$ cat config.mk
export PLATFORM = sky130hd
export DESIGN_NAME = motor_cmd_sender
export DESIGN_NICKNAME = d
export VERILOG_FILES = /design/src/rtl/motor_cmd_sender.sv
export SDC_FILE = /design/constraint.sdc
export NUM_CORES = 1
export LEC_CHECK = 0
export CAP_MARGIN = 20
export CORE_UTILIZATION = 30
export CTS_CLUSTER_DIAMETER = 30
export DETAILED_ROUTE_END_ITERATION = 16
export SYNTH_ARGS = -nofsm -noshare
export SYNTH_HDL_FRONTEND = slang
export SYNTH_SLANG_ARGS = --single-unit
$ cat constraint.sdc
create_clock -name CLK_SE_AR -period 5.8 [get_ports CLK_SE_AR]
set_input_delay 1.16 -clock CLK_SE_AR [delete_from_list [all_inputs] [get_ports CLK_SE_AR]]
set_output_delay 1.16 -clock CLK_SE_AR [all_outputs]
set_load 0.02 [all_outputs]
$ cat src/rtl/motor_cmd_sender.sv
// motor_cmd_sender
//   Serialises motor commands and status polls onto a byte UART transmitter
//   and collects the 4-byte status response.
//
//   Command packet: b0 = {4'h0, motor}, b1..b5 = 40-bit word W, LSB byte first,
//   with W = {5'b0, dir, steps[14:0], divider[14:0], 4'h0}.
//   Poll: single byte 8'h0F, then four tagged response bytes {tag[1:0], 0, data[4:0]}.
//
// Handshake: a command is accepted on a rising edge where cmd_valid and
//   cmd_ready are both high; cmd_ready is high only while the FSM is IDLE,
//   and the fields are captured at that edge.
//
// Ports:
//   CLK_SE_AR, rst            clock, asynchronous active-high reset
//   cmd_valid/cmd_ready       command handshake
//   cmd_motor/divider/steps/dir  command fields
//   poll_req                  status poll request pulse
//   tx_start/tx_data/tx_busy  byte transmitter interface
//   rx_valid/rx_data          received byte interface
//   status_pending/term/valid status from the last good poll
//   status_error              poll timeout or bad response byte
//   cmd_drop                  accepted command with motor index > 9
//   busy                      FSM not in IDLE
module motor_cmd_sender #(
    parameter int unsigned GAP_CYCLES   = 4095,
    parameter int unsigned RESP_TIMEOUT = 262143
) (
    input  logic        CLK_SE_AR,
    input  logic        rst,
    input  logic        cmd_valid,
    output logic        cmd_ready,
    input  logic [3:0]  cmd_motor,
    input  logic [14:0] cmd_divider,
    input  logic [14:0] cmd_steps,
    input  logic        cmd_dir,
    input  logic        poll_req,
    output logic        tx_start,
    output logic [7:0]  tx_data,
    input  logic        tx_busy,
    input  logic        rx_valid,
    input  logic [7:0]  rx_data,
    output logic [9:0]  status_pending,
    output logic [9:0]  status_term,
    output logic        status_valid,
    output logic        status_error,
    output logic        cmd_drop,
    output logic        busy
);

    localparam int unsigned    TW        = $clog2(RESP_TIMEOUT + 1);
    localparam logic [15:0]    GAP_LOAD  = 16'(GAP_CYCLES - 1);
    localparam logic [TW-1:0]  TO_LOAD   = TW'(RESP_TIMEOUT);
    localparam logic [7:0]     POLL_BYTE = 8'h0F;

    typedef enum logic [1:0] {IDLE, SEND, GAP, RESP_WAIT} stateType;

    stateType      state, stateNext;
    logic [47:0]   pktBuf;
    logic [2:0]    bytesLeft;
    logic          isPoll;
    logic [15:0]   gapCnt;
    logic [TW-1:0] respCnt;
    logic [1:0]    tagK;
    logic [4:0]    slot0, slot1, slot2;
    logic          pollPending;

    logic          acceptCmd, dropCmd, takePoll, sendByte;
    logic          enterResp, rxGood, rxBad, respTimeout;
    logic [39:0]   cmdWord;

    assign cmdWord   = {5'b0, cmd_dir, cmd_steps, cmd_divider, 4'h0};
    assign cmd_ready = (state == IDLE);
    assign busy      = (state != IDLE);

    always_ff @(posedge CLK_SE_AR or posedge rst) begin
        if (rst) state <= IDLE;
        else     state <= stateNext;
    end

    always_comb begin
        stateNext   = state;
        acceptCmd   = 1'b0;
        dropCmd     = 1'b0;
        takePoll    = 1'b0;
        sendByte    = 1'b0;
        enterResp   = 1'b0;
        rxGood      = 1'b0;
        rxBad       = 1'b0;
        respTimeout = 1'b0;
        case (state)
            IDLE: begin
                // Commands win over polls; a skipped poll stays pending.
                if (cmd_valid) begin
                    acceptCmd = 1'b1;
                    if (cmd_motor > 4'd9) dropCmd = 1'b1;
                    else                  stateNext = SEND;
                end else if (poll_req || pollPending) begin
                    takePoll  = 1'b1;
                    stateNext = SEND;
                end
            end
            SEND: begin
                if (!tx_busy) begin
                    sendByte  = 1'b1;
                    stateNext = GAP;
                end
            end
            GAP: begin
                if (gapCnt == 16'd0) begin
                    if (bytesLeft != 3'd0) stateNext = SEND;
                    else if (isPoll) begin
                        stateNext = RESP_WAIT;
                        enterResp = 1'b1;
                    end else stateNext = IDLE;
                end
            end
            RESP_WAIT: begin
                if (rx_valid) begin
                    if (rx_data[7:6] == tagK && !rx_data[5]) begin
                        rxGood = 1'b1;
                        if (tagK == 2'd3) stateNext = IDLE;
                    end else begin
                        rxBad     = 1'b1;
                        stateNext = IDLE;
                    end
                end else if (respCnt <= TW'(1)) begin
                    // The decrement at this edge would take the counter to zero.
                    respTimeout = 1'b1;
                    stateNext   = IDLE;
                end
            end
            default: stateNext = IDLE;
        endcase
    end

    always_ff @(posedge CLK_SE_AR or posedge rst) begin
        if (rst) begin
            tx_start       <= 1'b0;
            tx_data        <= 8'h00;
            cmd_drop       <= 1'b0;
            status_valid   <= 1'b0;
            status_error   <= 1'b0;
            status_pending <= 10'd0;
            status_term    <= 10'd0;
            pollPending    <= 1'b0;
            pktBuf         <= 48'd0;
            bytesLeft      <= 3'd0;
            isPoll         <= 1'b0;
            gapCnt         <= 16'd0;
            respCnt        <= '0;
            tagK           <= 2'd0;
            slot0          <= 5'd0;
            slot1          <= 5'd0;
            slot2          <= 5'd0;
        end else begin
            tx_start     <= sendByte;
            cmd_drop     <= dropCmd;
            status_valid <= 1'b0;
            status_error <= rxBad | respTimeout;
            pollPending  <= (pollPending | poll_req) & ~takePoll;

            // Packet is a shift register drained LSB byte first.
            if (acceptCmd && !dropCmd) begin
                pktBuf    <= {cmdWord, 4'h0, cmd_motor};
                bytesLeft <= 3'd6;
                isPoll    <= 1'b0;
            end else if (takePoll) begin
                pktBuf    <= {40'd0, POLL_BYTE};
                bytesLeft <= 3'd1;
                isPoll    <= 1'b1;
            end else if (sendByte) begin
                tx_data   <= pktBuf[7:0];
                pktBuf    <= {8'h00, pktBuf[47:8]};
                bytesLeft <= bytesLeft - 3'd1;
            end

            if (sendByte)                               gapCnt <= GAP_LOAD;
            else if (state == GAP && gapCnt != 16'd0)   gapCnt <= gapCnt - 16'd1;

            if (enterResp) begin
                respCnt <= TO_LOAD;
                tagK    <= 2'd0;
            end else if (rxGood) begin
                respCnt <= TO_LOAD;
                tagK    <= tagK + 2'd1;
                case (tagK)
                    2'd0: slot0 <= rx_data[4:0];
                    2'd1: slot1 <= rx_data[4:0];
                    2'd2: slot2 <= rx_data[4:0];
                    2'd3: begin
                        status_pending <= {slot1, slot0};
                        status_term    <= {rx_data[4:0], slot2};
                        status_valid   <= 1'b1;
                    end
                endcase
            end else if (rxBad || respTimeout) begin
                tagK  <= 2'd0;
                slot0 <= 5'd0;
                slot1 <= 5'd0;
                slot2 <= 5'd0;
            end else if (state == RESP_WAIT) begin
                respCnt <= respCnt - TW'(1);
            end
        end
    end

endmodule

**Yosys cells after proc, flatten, opt, wreduce, memory -nomap -nowiden**

Cells that the tools add are included.

- Register bits: 138
- Bits of input ports: 49
- Output and inout bits: 34
- Logic and storage cells: 135

- $add $sub $neg: 4
- Order comparisons: 2
- Equality and inequality tests: 17
- Muxes and demuxes: 62
- Bitwise operators: 6
- Reductions and logical operators: 26

Operator list:

| operator | count |
|---|---|
| $mux 48 | 3 |
| $mux 18 | 4 |
| $mux 5 | 7 |
| $mux 16 | 2 |
| $mux 1 | 28 |
| $mux 2 | 14 |
| $le 18x1->1 const B | 1 |
| $sub 18x1->18 const B | 1 |
| $logic_not 16->1 | 1 |
| $reduce_bool 16->1 | 1 |
| $sub 16x1->16 const B | 1 |
| $reduce_and 3->1 | 5 |
| $reduce_bool 3->1 | 4 |
| $mux 3 | 3 |
| $ne 3x3->1 const B | 3 |
| $eq 2x2->1 const B | 4 |
| $pmux 2 s4 | 1 |
| $reduce_bool 2->1 | 4 |
| $ne 2x1->1 const B | 3 |
| $reduce_and 6->1 | 1 |
| $eq 2x1->1 const B | 2 |
| $gt 4x4->1 const B | 1 |
| $logic_not 2->1 | 2 |
| $ne 2x2->1 const B | 2 |
| 12 further kinds | 19 |

**Logic depth before layout (Yosys ltp)**

- Depth after elaboration: 9
- Gate-level depth with buffers: 8

**Worst setup path before layout**

Ideal clock, no wire load.

- Path type: input port to flip-flop
- From: in rx_data[6]
- To: reg status_pending[5]
- Data arrival time: 2556 ps
- Path slack: 3117 ps
- Cell stages on the path: 6
- Path through: xor2_1 -> or4_1 -> nor2_2 -> nand2_1 -> buf_2 -> mux2_1

- Cells in the longest elaborated chain, start to end: 6

Ends and longest elaborated chain:

| element | RTL line | text |
|---|---|---|
| from (decl) | 41 | `input logic [7:0] rx_data,` |
| $eq 2x2->1 | 119 | `if (rx_data[7:6] == tagK && !rx_data[5]) begin` |
| $logic_and 1x1->1 | 119 |  |
| $mux 1 | 119 |  |
| $mux 1 | 118 | `if (rx_valid) begin` |
| $mux 1 | 90 | `case (state)` |
| $reduce_and 3->1 (no line) | - |  |
| to (signal assigned) | 191 | `status_pending <= {slot1, slot0};` |
| to (decl) | 42 | `output logic [9:0] status_pending,` |

Every way passes these cells.
A chain may end at the register's enable or synchronous reset.

**Worst setup path after layout**

- From: in rx_valid
- To: reg status_term[6]

- Cells in the longest elaborated chain, start to end: 3

Ends and longest elaborated chain:

| element | RTL line | text |
|---|---|---|
| from (decl) | 40 | `input logic rx_valid,` |
| $mux 1 | 118 |  |
| $mux 1 | 90 |  |
| $reduce_and 3->1 (no line) | - |  |
| to (signal assigned) | 192 | `status_term <= {rx_data[4:0], slot2};` |
| to (decl) | 43 | `output logic [9:0] status_term,` |

Every way passes these cells.

==> run summary <==
Root Buffer: clkbuf_16
PortBufs: 82
Post-CTS Resized: 0
CTS tree: yes
Main synth FF type: dfrtp_1
Max Cap Viol: 0
Nets: 707
Clock transition at path regs: 0.06 ns
CTS max path bufs: 2
Gr usage total: 13.9%
Die Y: 146 µm
H-Tree Depth: 4
Seq cells post-synth: 133
Drt initial violations: 203
Hold_buf cts: 0
CP endpoint kind: flop
Die width: 146 µm
Total Power: 3.37 mW
Synthesized area per cell: 10.9 µm²
Initial Utilization: 30.7%
Yosys warning count: 0
Worst hold path class: reg2reg
DR vias/cell: 4.97
Largest net degree at the start of global routing: 61
DRT Wirelength: 14100 µm
Critical path peak fanout: 21
Setup WS pre-CTS: 1.41 ns
Diode count: 0
Async set-reset flop share out of synthesis: 100%
HPWL after DPL: 9750 µm
CP max stage cell: or4_1
Pleak: 3.26 nW
DRC violations left: 0
Hold violation total from the final report: 0
Global-route wire length before repair: 23400 µm
ANT nets after route: 0
Core ar.: 20200 µm²
Initial antenna violation count: 0
CP max stage delay: 0.87 ns
EDFF count, synth: 0
Total negative slack: 0 ns
Layout cells sized above 1: 8.91%
Pre-Repair DR Iteration Count: 4
IO Count: 83
Area after DPL: 7290 µm²
Dpl cells: 900
Cell count after synthesis: 571
Seq/Total Area, Yosys: 53.6%
Via count: 4632
Clk sinks: 133
Worst Tran Pin Value: 0.898 ns
Skew final: 0.00973 ns
Pins Over Slew Limit: 0
R2R setup slack: 2.79 ns
Layout area overhead: 27.5%
Synth Net Count: 629
Die Area: 21300 µm²
Std cell rows: 52
Crit Path Category: in2reg
Placer Congestion: 0.792
Fmax: 0.256 GHz
Later-pin clock latency in the skew report: 0.42 ns
Mapped Area: 6200 µm²
Finished Layout Cells: 932
CP Data Required Time: 6.09 ns
CP startpoint kind: input port
Vias in the first global route: 4654
P per Cell Area: 426 nW/µm²
Final instance area: 7910 µm²
Post-CTS setup buffer count: 0
CTS Buf Count: 17
Minimum clock period: 3.91 ns
Final setup fails: 0
WP data arrival: 4.20 ns
Commonest non-fill, non-tap cell in the layout: dfrtp_1
Period utilization: 67.5%
RSZ-0062 raised after global routing: no
Most frequent cells in the layout: dfrtp_1 (133), clkdlybuf4s50_1 (82), nand2_1 (76), o21ai_0 (33), mux2i_1 (28)
VDD IR max: 0.269 mV
Cells along the critical path: clkdlybuf4s50_1 -> inv_2 -> or4_1 -> nor2_2 -> nand2_1 -> mux2_1
Grt ovf: 0
Post-route worst setup slack: 1.89 ns
Status: finished, final reports clean
WL/cell: 15.1 µm
Yosys cell types: 58
Slew margin rel.: 40.0%
## layout make-up
| class | instances | area (µm²) |
|---|---|---|
| Clock inverter | 11 | 173 |
| Timing Repair Buffer | 88 | 870 |
| Clock buffer | 21 | 450 |
| Tap cell | 270 | 338 |
| Sequential cell | 133 | 3330 |
| Fill cell | 1911 | 12300 |
| Inverter | 16 | 62.6 |
| Multi-Input combinational cell | 393 | 2690 |
## through the flow
stage	util, %	hold WS, ns
3_3_place_gp	36.0	0.463
6_report	39.1	0.476
4_1_cts	39.1	0.480
2_1_floorplan	-	0.438
3_5_place_dp	36.0	0.464
5_1_grt	39.1	0.497
## routing by layer
metal	vias up	part of all wire [%]	track usage, %
met2	107	48	22.6
met3	16	3.6	3.61
met4	0	1.3	4.79
li1	2218	-	-
met1	2291	47	17.9
met5	-	0	0
## flip-flops by register name, summed over array words and instances, names as in the netlist, 2 cells and up
register and count:
slot0 5, state 2, bytesLeft 3, tagK 2, respCnt 18, pktBuf 43
status_pending 10, tx_data 8, gapCnt 16, status_term 10, slot1 5, slot2 5
## logic make-up after synthesis
| kind of cell | count (synthesis) | share of synthesized area (%) |
|---|---|---|
| flops | 133 | 53.6 |
| xor+xnor | 23 | 3.25 |
| compound gates | 118 | 13.0 |
| simple gates | 195 | 17.1 |
| buf+inv | 45 | 3.09 |
| mux | 48 | 8.15 |
| fa+ha+maj | 9 | 1.81 |
## power by group
part	leakage [nW]	total, mW	switching (mW)	internal (mW)
clock	0.302	1.14	0.404	0.733
combinational	1.31	0.868	0.484	0.383
sequential	1.65	1.36	0.192	1.17
total	3.26	3.37	1.08	2.29
## synthesized netlist by cell type, types with 4 or more instances
master / count / area share, %
inv_1: 15 / 0.91
nor2_1: 27 / 1.6
o2bb2ai_1: 16 / 2.3
a211oi_1: 4 / 0.48
mux2i_1: 28 / 4.5
a2111oi_0: 5 / 0.71
clkbuf_1: 17 / 1.0
nand2_1: 76 / 4.6
or3_1: 8 / 0.81
a21oi_1: 12 / 0.97
xnor2_1: 15 / 2.1
ha_1: 9 / 1.8
dfrtp_1: 133 / 54
xor2_1: 8 / 1.1
a31oi_1: 17 / 1.7
o21ai_0: 33 / 2.7
nor4_2: 5 / 1.0
buf_2: 6 / 0.48
mux2_1: 19 / 3.4
buf_1: 4 / 0.24
nand4_1: 4 / 0.40
nor3_1: 6 / 0.48
nor2b_1: 14 / 1.4
nor4_1: 4 / 0.40
or4_1: 8 / 0.97
a22o_1: 16 / 2.3
nand3_1: 17 / 1.4
## worst max-delay path, delay by kind of cell
family	cells	cell delay (ns)
multiplexers	1	0.54
AND/OR/NAND/NOR	3	1.73
buffers and inverters	2	0.76
## worst paths after layout
kind,to,depth (start not counted),from
max,status_term[6],6,rx_valid
min,tx_data[0],2,pktBuf[0]
max reg2reg,status_term[6],5,tagK[0]
min reg2reg,tx_data[0],2,pktBuf[0]
max in group asynchronous,pktBuf[10],3,rst
min in group asynchronous,respCnt[12],2,rst
No activity file was read; power rests on OpenSTA's default activity.
